**src/rtl/control_sequencer.sv**
```systemverilog
// control_sequencer
//
// Hardwired micro-sequencer for the 8-bit datapath. It accepts one
// instruction over a valid/ready handshake, steps through that opcode's
// register transfers by driving the load strobes, bus-output selects and the
// R1 write enable, and pulses done in the final cycle of each instruction.
// It also holds the immediate operand presented to the RA load input.
//
// Optional feature macro: SEQ_PERF_EN
//   When defined, adds a 16-bit instr_count output that counts completed
//   non-NOP instructions (wraps at 0xFFFF, cleared by reset).
//
// Ports:
//   clock        in   rising-edge system clock
//   clear        in   synchronous active-low reset
//   instr_valid  in   instruction present on instr_op/instr_imm
//   instr_ready  out  sequencer can accept an instruction (IDLE only)
//   instr_op     in   [1:0] opcode: 00 NOP, 01 LDA, 10 LDB, 11 ADD
//   instr_imm    in   [7:0] immediate operand for LDA
//   imm_out      out  [7:0] immediate to datapath RA load input
//   ra_in        out  RA load strobe
//   rb_in        out  RB load strobe
//   rz_in        out  RZ load strobe
//   ra_out       out  RA drives bus
//   rb_out       out  RB drives bus
//   rz_out       out  RZ drives bus
//   r1_we        out  R1 write enable
//   busy         out  instruction in progress
//   done         out  one-cycle completion pulse
//   instr_count  out  [15:0] completed non-NOP count (SEQ_PERF_EN only)

module control_sequencer (
    input  logic       clock,
    input  logic       clear,
    input  logic       instr_valid,
    output logic       instr_ready,
    input  logic [1:0] instr_op,
    input  logic [7:0] instr_imm,
    output logic [7:0] imm_out,
    output logic       ra_in,
    output logic       rb_in,
    output logic       rz_in,
    output logic       ra_out,
    output logic       rb_out,
    output logic       rz_out,
    output logic       r1_we,
    output logic       busy,
    output logic       done
`ifdef SEQ_PERF_EN
    ,
    output logic [15:0] instr_count
`endif
);

    typedef enum logic [2:0] {
        S_IDLE  = 3'd0,
        S_LDA   = 3'd1,
        S_LDB   = 3'd2,
        S_ADD_X = 3'd3,
        S_ADD_W = 3'd4,
        S_NOP   = 3'd5
    } state_t;

    localparam logic [1:0] OP_NOP = 2'b00;
    localparam logic [1:0] OP_LDA = 2'b01;
    localparam logic [1:0] OP_LDB = 2'b10;
    localparam logic [1:0] OP_ADD = 2'b11;

    state_t     state;
    state_t     next_state;
    logic       accept;
    logic [7:0] imm_q;

    // instr_ready is decoded from state only, so accept has no
    // combinational path back into the handshake.
    assign accept  = instr_valid && instr_ready;
    assign imm_out = imm_q;

    // State register; reset always lands in IDLE.
    always_ff @(posedge clock) begin
        if (!clear) begin
            state <= S_IDLE;
        end else begin
            state <= next_state;
        end
    end

    // Immediate holding register: only an accepted LDA replaces it, so the
    // value stays stable for the RA load in the following cycle and beyond.
    always_ff @(posedge clock) begin
        if (!clear) begin
            imm_q <= 8'h00;
        end else if (accept && (instr_op == OP_LDA)) begin
            imm_q <= instr_imm;
        end
    end

    // Next-state decode and Moore outputs. Every output defaults low so the
    // illegal encodings fall through to "all strobes off, go to IDLE".
    always_comb begin
        next_state  = S_IDLE;
        instr_ready = 1'b0;
        busy        = 1'b0;
        done        = 1'b0;
        ra_in       = 1'b0;
        rb_in       = 1'b0;
        rz_in       = 1'b0;
        ra_out      = 1'b0;
        rb_out      = 1'b0;
        rz_out      = 1'b0;
        r1_we       = 1'b0;

        case (state)
            S_IDLE: begin
                instr_ready = 1'b1;
                next_state  = S_IDLE;
                if (instr_valid) begin
                    case (instr_op)
                        OP_NOP:  next_state = S_NOP;
                        OP_LDA:  next_state = S_LDA;
                        OP_LDB:  next_state = S_LDB;
                        OP_ADD:  next_state = S_ADD_X;
                        default: next_state = S_IDLE;
                    endcase
                end
            end
            S_LDA: begin
                busy  = 1'b1;
                done  = 1'b1;
                ra_in = 1'b1;
            end
            S_LDB: begin
                busy   = 1'b1;
                done   = 1'b1;
                ra_out = 1'b1;
                rb_in  = 1'b1;
            end
            S_ADD_X: begin
                // RA feeds the adder directly; RB supplies the bus operand.
                busy       = 1'b1;
                rb_out     = 1'b1;
                rz_in      = 1'b1;
                next_state = S_ADD_W;
            end
            S_ADD_W: begin
                busy   = 1'b1;
                done   = 1'b1;
                rz_out = 1'b1;
                r1_we  = 1'b1;
            end
            S_NOP: begin
                busy = 1'b1;
                done = 1'b1;
            end
            default: begin
                next_state = S_IDLE;
            end
        endcase
    end

`ifdef SEQ_PERF_EN
    logic [15:0] count_q;

    // Counts done cycles of LDA, LDB and ADD; NOP completions are skipped.
    always_ff @(posedge clock) begin
        if (!clear) begin
            count_q <= 16'h0000;
        end else if ((state == S_LDA) || (state == S_LDB) || (state == S_ADD_W)) begin
            count_q <= count_q + 16'd1;
        end
    end

    assign instr_count = count_q;
`endif

endmodule

```
**config.mk**
```make
export PLATFORM = sky130hd
export DESIGN_NAME = control_sequencer
export DESIGN_NICKNAME = d
export VERILOG_FILES = /design/src/rtl/control_sequencer.sv
export SDC_FILE = /design/constraint.sdc
export NUM_CORES = 1
export LEC_CHECK = 0
export ABC_AREA = 1
export CAP_MARGIN = 20
export CORE_MARGIN = 2
export CORE_UTILIZATION = 36
export CTS_CLUSTER_SIZE = 24
export DETAILED_ROUTE_END_ITERATION = 16
export HOLD_SLACK_MARGIN = 0.15
export PLACE_DENSITY = 0.76
export REMOVE_ABC_BUFFERS = 1
export SYNTH_ARGS = -nofsm -noshare
export SYNTH_HDL_FRONTEND = slang
export SYNTH_SLANG_ARGS = --single-unit
```
**constraint.sdc**
```tcl
create_clock -name clock -period 1.4 [get_ports clock]
set_clock_uncertainty 0.15 [all_clocks]
set_input_delay 0.28 -clock clock [delete_from_list [all_inputs] [get_ports clock]]
set_output_delay 0.28 -clock clock [all_outputs]
set_load 0.01 [all_outputs]
```
==> results of run 1 <==
-- metrics by stage --
stage	setup WS [ps]	area, µm²	cells	utilization [%]	TNS [ps]
2_1_floorplan	63.6	499	76	-	0
3_3_place_gp	-222	872	129	59.3	-3360
3_5_place_dp	-315	872	129	59.3	-3680
4_1_cts	-61.2	871	134	59.2	-337
5_1_grt	-110	941	136	63.9	-802
6_report	-49.2	941	136	63.9	-300
-- cell usage after synthesis --
cell type	n	share of area, %
nor3_1	2	1.8
buf_4	3	4.1
nand3_1	1	0.91
nand4_4	1	3.9
dfxtp_1	11	40
a21oi_1	1	0.91
o21ai_0	2	1.8
nor2_4	1	2.1
nand2_1	23	16
clkbuf_8	1	2.5
inv_1	15	10
nor2_2	1	1.1
buf_6	1	2.1
nor2_1	18	12
-- logic make-up after synthesis --
logic type,after synthesis
flops,11
simple gates,47
compound gates,3
buf+inv,20
-- registers in the layout, indices dropped and copies added, names as in the netlist --
signal   count
imm_out      8
state        3
-- worst paths after layout --
kind / slack [ps] / from / end
setup reg to reg: 170 / state[0] / imm_out[5]
hold / removal: 360 / imm_out[7] / imm_out[7]
setup / recovery: -50 / state[0] / ra_out
hold reg to reg: 360 / imm_out[7] / imm_out[7]
-- power groups by stage --
stage	registers, mW	logic (mW)	clock network, mW
6_report	0.340	0.184	0.218
4_1_cts	0.339	0.161	0.221
5_1_grt	0.342	0.204	0.228
3_3_place_gp	0.347	0.179	0
3_5_place_dp	0.347	0.180	0
2_1_floorplan	0.352	0.0603	0
-- worst max-delay path, cell delays in order, from the launching register on --
cell and delay [ps]:
dfxtp_4 370, nor2_4 140, nand2_2 60, inv_1 60
buf_2 120
-- layer usage --
metal,up-vias,wire length [µm],global-route usage [%],part of all wire [%]
li1,316,-,-,-
met1,252,542,16.7,40
met2,26,685,24.2,51
met3,4,95,2.98,7.0
met4,0,27,7.27,2.0
met5,-,0,0,0
-- cell usage in the layout (no fill, tap or decap) --
cell type / Yosys / layout
inv_4: 0 / 1
nor2_4: 1 / 3
dlygate4sd2_1: 0 / 8
inv_1: 15 / 11
nor2_1: 18 / 17
clkbuf_1: 0 / 1
a21oi_1: 1 / 1
nand4_4: 1 / 2
clkdlybuf4s50_1: 0 / 12
o21ai_2: 0 / 1
buf_2: 0 / 7
buf_6: 1 / 3
nand2_2: 0 / 3
dfxtp_4: 0 / 3
o21ai_0: 2 / 1
inv_2: 0 / 3
dfxtp_1: 11 / 8
nand3_1: 1 / 1
buf_4: 3 / 9
clkbuf_4: 0 / 3
nand2_1: 23 / 20
nor3_2: 0 / 2
-- what timing repair did --
action,in CTS,in global routing
endpoints found under the setup margin,18,17
pin swaps,2,3
resized for setup,62,11
buffers inserted,1,1
gates cloned,0,1
-- area by class of cell --
| cell class | instances | area (µm²) | share of cell area [%] |
|---|---|---|---|
| timing repair buffer | 39 | 327 | 34.7 |
| multi-input combinational | 51 | 278 | 29.5 |
| sequential | 11 | 231 | 24.6 |
| inverter | 15 | 58.8 | 6.25 |
| clock buffer | 4 | 26.3 | 2.79 |
| tap | 16 | 20.0 | 2.13 |
==> metrics.md, run 1 <==
| Metric | Value |
|---|---|
| Worst hold stages | 4 |
| Sw frac | ~28% |
| Mapped Cells | a little over 80 |
| Cell Area, Synth | between 500 and 600 µm² |
| Worst Hold Class | reg -> reg |
| Nets@finish | about 130 |
| Failing checks | negative setup slack |
| Final worst slack | -49.2 ps |
| Initial drt markers | 6 |
| Hold Vio Cnt, Final | 0 |
| CP Capture Type | primary output |
| Endpoints failing setup | 9 |
| Post-Route WL | approximately 1400 µm |
| CP arrival | 1020 ps |
| YS warnings | 0 |
| DRC | 0 |
| Initial core utilization | a little under two fifths |
| Clk root buf | clkbuf_4 |
| NetSw | between 0.2 and 0.25 mW |
| Required time of the worst setup path | around 970 ps |
| Register area share after synthesis | around 40% |
| Max transition margin | a little over four fifths |
| Adder-cell share of the synthesized area | 0% |
| Gr ovfl total | 0 |
| XOR/XNOR Fraction of Synth Area | 0% |
| Clk pwr share | 29.3% |
| Mean Syn Cell Area | between 6 and 7 µm² |
| Drt pass-1 iters | 4 |
| Leak | about 0.51 nW |
| Final RePlAce weighted congestion | around 0.74 |
| Peak VDD IR | 0.504 mV |
| Worst Path Max Fanout | 4 |
| Max_cap viols | 0 |
| Number of global-route vias before repair | 514 |
| Max Buffers Root-to-Sink | 2 |
| Clock sink total | 11 |
| Die height | 43.0 µm |
| Gate power share | roughly a quarter |
| Total Routing Usage GR | between 10% and 20% |
| Core Region | around 1500 µm² |
| Num CTS Buffers | 3 |
| DIE AREA | about 1800 µm² |
| Critical path class | reg -> out |
| Yosys reg bits | 11 |
| Simple-Gate Fraction of Synth Area | 38.0% |
| Ratio of final minimum period to clock period | 104% |
| Post-CTS Hold Buffers | 0 |
| Ports | 31 |
| Post-layout minimum cycle time | 1450 ps |
| Power Total | about 0.74 mW |
| Largest family of logic cells by synthesized area | simple AND/OR/NAND/NOR gates |
| Vias/cell | approximately 4.4 |
| PD cells | 789 nW/µm² |
| FP Rows | 14 |
| Vias after detailed routing | ~600 |
| Die width | roughly 43 µm |
| Wire per inst | between 9 and 10 µm |
| Post-synthesis compound-gate area fraction | about 2.7% |
| Layout area overhead | 72.1% |
| Slew Limit Fails | 0 |
| Share of cells above drive strength 1 | approximately 33% |
| Fmax | 0.690 GHz |
| Largest net degree at the start of global routing | 17 |
| CTS tree | done |
| Pint | ~0.53 mW |
| Fillers | ~150 |
| Multiplexer share of the synthesized area | 0% |
| Worst skew pair latency | approximately 270 ps |
| Part of the power in registers | a little under half |
| Detailed Place HPWL | ~870 µm |
| H-tree depth | 1 |
| Fin Hold WS | 360 ps |
| CTS clock-pin slew for the worst setup and hold paths | about 70 ps |
| Global-route wire length before repair | 2000 µm |
| Outcome | finished, violations left |
| R2R cell count | 6 |
| ANT cells | 0 |
| RSZ-0062 raised after global routing | yes |
| Port bufs | 30 |
| Initial antenna violation count | 0 |
| Routed Antenna Nets | 0 |
| Worst-Margin Slew | roughly 240 ps |
| Synth unique cells | 14 |
| Startpoint Class | register |
Power figures use the tool's default switching activity.
==> run 2, diff against run 1 <==
- CORE_UTILIZATION: 36 -> 30
- PLACE_DENSITY: 0.76 -> 0.69
- clock period: 1.4 -> 1.6 ns (I/O delays scaled with it)
==> metrics.md, run 2 (synthesized netlist as in run 1, its figures left out) <==
| Metric | Value |
|---|---|
| Outcome | finished clean |
| CP arrival | 1040 ps (+20 ps) |
| Clock sink total | 11 (unchanged) |
| CTS clock-pin slew for the worst setup and hold paths | 70 ps (about the same) |
| Part of the power in registers | 47.6% (+1.8 points) |
| Worst Setup SP | state[1] |
| Drt pass-1 iters | 4 (unchanged) |
| Num CTS Buffers | 3 (unchanged) |
| Ports | 31 (unchanged) |
| NetSw | 0.167 mW (-20%) |
| Vias after detailed routing | 571 (-4.5%) |
| Critical path class | reg -> out |
| Gr ovfl total | 0 (unchanged) |
| Routed Antenna Nets | 0 (unchanged) |
| DIE AREA | 2180 µm² (+18%) |
| Power Total | 0.623 mW (-16%) |
| Nets@finish | 132 (-1.5%) |
| Max Buffers Root-to-Sink | 2 (unchanged) |
| Required time of the worst setup path | 1130 ps (+160 ps) |
| Worst Path Max Fanout | 5 (+1) |
| Final RePlAce weighted congestion | 0.680 (-8.3%) |
| Initial drt markers | 9 (+3) |
| Initial core utilization | 31.7% (-5.5 points) |
| Pint | 0.457 mW (-14%) |
| DRC | 0 (unchanged) |
| Vias/cell | 3.99 (-9.2%) |
| Detailed Place HPWL | 916 µm (+5.8%) |
| Total Routing Usage GR | 12.7% (-1.6 points) |
| Startpoint Class | register |
| Clk root buf | clkbuf_4 |
| Met3 Use GR | 5.10% (+2.1 points) |
| Leak | 0.494 nW (-4.1%) |
| Peak VDD IR | 0.397 mV (-21%) |
| Max transition margin | 84.6% (+0.72 points) |
| Largest net degree at the start of global routing | 17 (unchanged) |
| Slew Limit Fails | 0 (unchanged) |
| M2 GR Usage | 21.9% (-2.3 points) |
| H-tree depth | 1 (unchanged) |
| Die height | 46.7 µm (+8.7%) |
| Share of cells above drive strength 1 | 28.0% (-5.4 points) |
| Fillers | 190 (+26%) |
| Commonest non-fill, non-tap cell in the layout | nand2_1 |
| Layout area overhead | 63.2% |
| Endpoints failing setup | 0 (-9) |
| Worst r2r src | state[2] |
| GR peak layer | met2 |
| Core Region | 1730 µm² (+17%) |
| Max reg flops | 8 (unchanged) |
| ANT cells | 0 (unchanged) |
| Max_cap viols | 0 (unchanged) |
| Number of global-route vias before repair | 502 (-2.3%) |
| R2R Setup Slk | 300 ps (+130 ps) |
| Sw frac | 26.7% (-1.3 points) |
| Global-route wire length before repair | 1900 µm (-4.8%) |
| Gate power share | 22.8% (-2.0 points) |
| Post-CTS Hold Buffers | 0 (unchanged) |
| Met1 Resource Use GR | 13.0% (-3.7 points) |
| Worst skew pair latency | 260 ps (about the same) |
| Post-layout minimum cycle time | approximately 1500 ps |
| Worst Hold Class | reg -> reg |
| Hold Vio Cnt, Final | 0 (unchanged) |
| Port bufs | 30 (unchanged) |
| CTS tree | done |
| Fin Hold WS | 360 ps (+0.709 ps) |
| Wire per inst | 8.55 µm (-14%) |
| Die width | 46.7 µm (+8.7%) |
| RSZ-0062 raised after global routing | no |
| Clk pwr share | 29.6% (+0.3 points) |
| Crit path to | rz_out |
| Reg-to-Reg End | imm_out[1] |
| PD cells | 699 nW/µm² (-11%) |
| Initial antenna violation count | 0 (unchanged) |
| CP Capture Type | primary output |
| Ratio of final minimum period to clock period | about 95% |
| Fmax | 0.661 GHz |
| Worst-Margin Slew | 230 ps (-10.6 ps) |
| Post-Route WL | 1220 µm (-9.4%) |
| Most frequent cells in the layout | nand2_1 (22), nor2_1 (17), inv_1 (13) |
| R2R cell count | 5 (-1) |
| FP Rows | 15 (+1) |
==> run 2: cell count changes in the layout (fill, tap and decap cells not counted), sizes merged <==
cell and delta:
clkbuf +6, buf -7, nand4 -1
==> run 2: layout make-up <==
| cell class | instances | area, µm² | area share [%] |
|---|---|---|---|
| clock buffers | 4 | 26.3 | 2.95 |
| inverters | 15 | 56.3 | 6.31 |
| multi-input cells | 50 | 243 | 27.2 |
| flip-flops and latches | 11 | 231 | 25.9 |
| well taps | 25 | 31.3 | 3.51 |
| repair buffers | 38 | 304 | 34.1 |
==> run 2: stage by stage <==
| step | cell area (µm²) | util [%] | setup WS (ps) | std cells | TNS, ps |
|---|---|---|---|---|---|
| after floorplan | 499 | - | 224 | 76 | 0 |
| after global placement | 876 | 50.7 | -69.7 | 137 | -535 |
| after detailed placement | 876 | 50.7 | -108 | 137 | -798 |
| after CTS | 902 | 52.2 | -47.7 | 143 | -124 |
| after global routing | 892 | 51.7 | 2.74 | 143 | 0 |
| final | 892 | 51.7 | 86.3 | 143 | 0 |
==> run 2: power by group through the flow <==
stage	Clock (mW)	Combinational (mW)	Sequential, mW
final	0.185	0.142	0.297
after global routing	0.214	0.157	0.299
after CTS	0.196	0.145	0.298
after detailed placement	0	0.157	0.304
after global placement	0	0.156	0.303
after floorplan	0	0.0528	0.308
==> run 2: per-layer routing <==
layer / up-vias / routed length (µm)
li1: 308 / -
met1: 237 / 524
met2: 24 / 586
met3: 2 / 104
met4: 0 / 8
met5: - / 0
==> run 2: worst max-delay path: stages (launching register included) <==
cell and delay [ps]:
dfxtp_4 360, buf_6 120, nor3_4 150, buf_2 150
==> run 2: worst min-delay path by stage <==
stage | from | to | slack [ps] | cells past startpoint
after global routing | imm_out[7] | imm_out[7] | 400 | 4
after CTS | imm_out[7] | imm_out[7] | 360 | 4
after global placement | imm_out[7] | imm_out[7] | 350 | 4
final | imm_out[0] | imm_out[0] | 360 | 4
after detailed placement | imm_out[7] | imm_out[7] | 350 | 4
after floorplan | instr_op[1] | state[0] | 270 | 1
==> run 2: repair_timing <==
action	in CTS	in global routing
hold endpoints to repair	0	0
endpoints found under the setup margin	18	10
gates resized for setup	39	18
buffers inserted	2	0
pin swaps	1	1
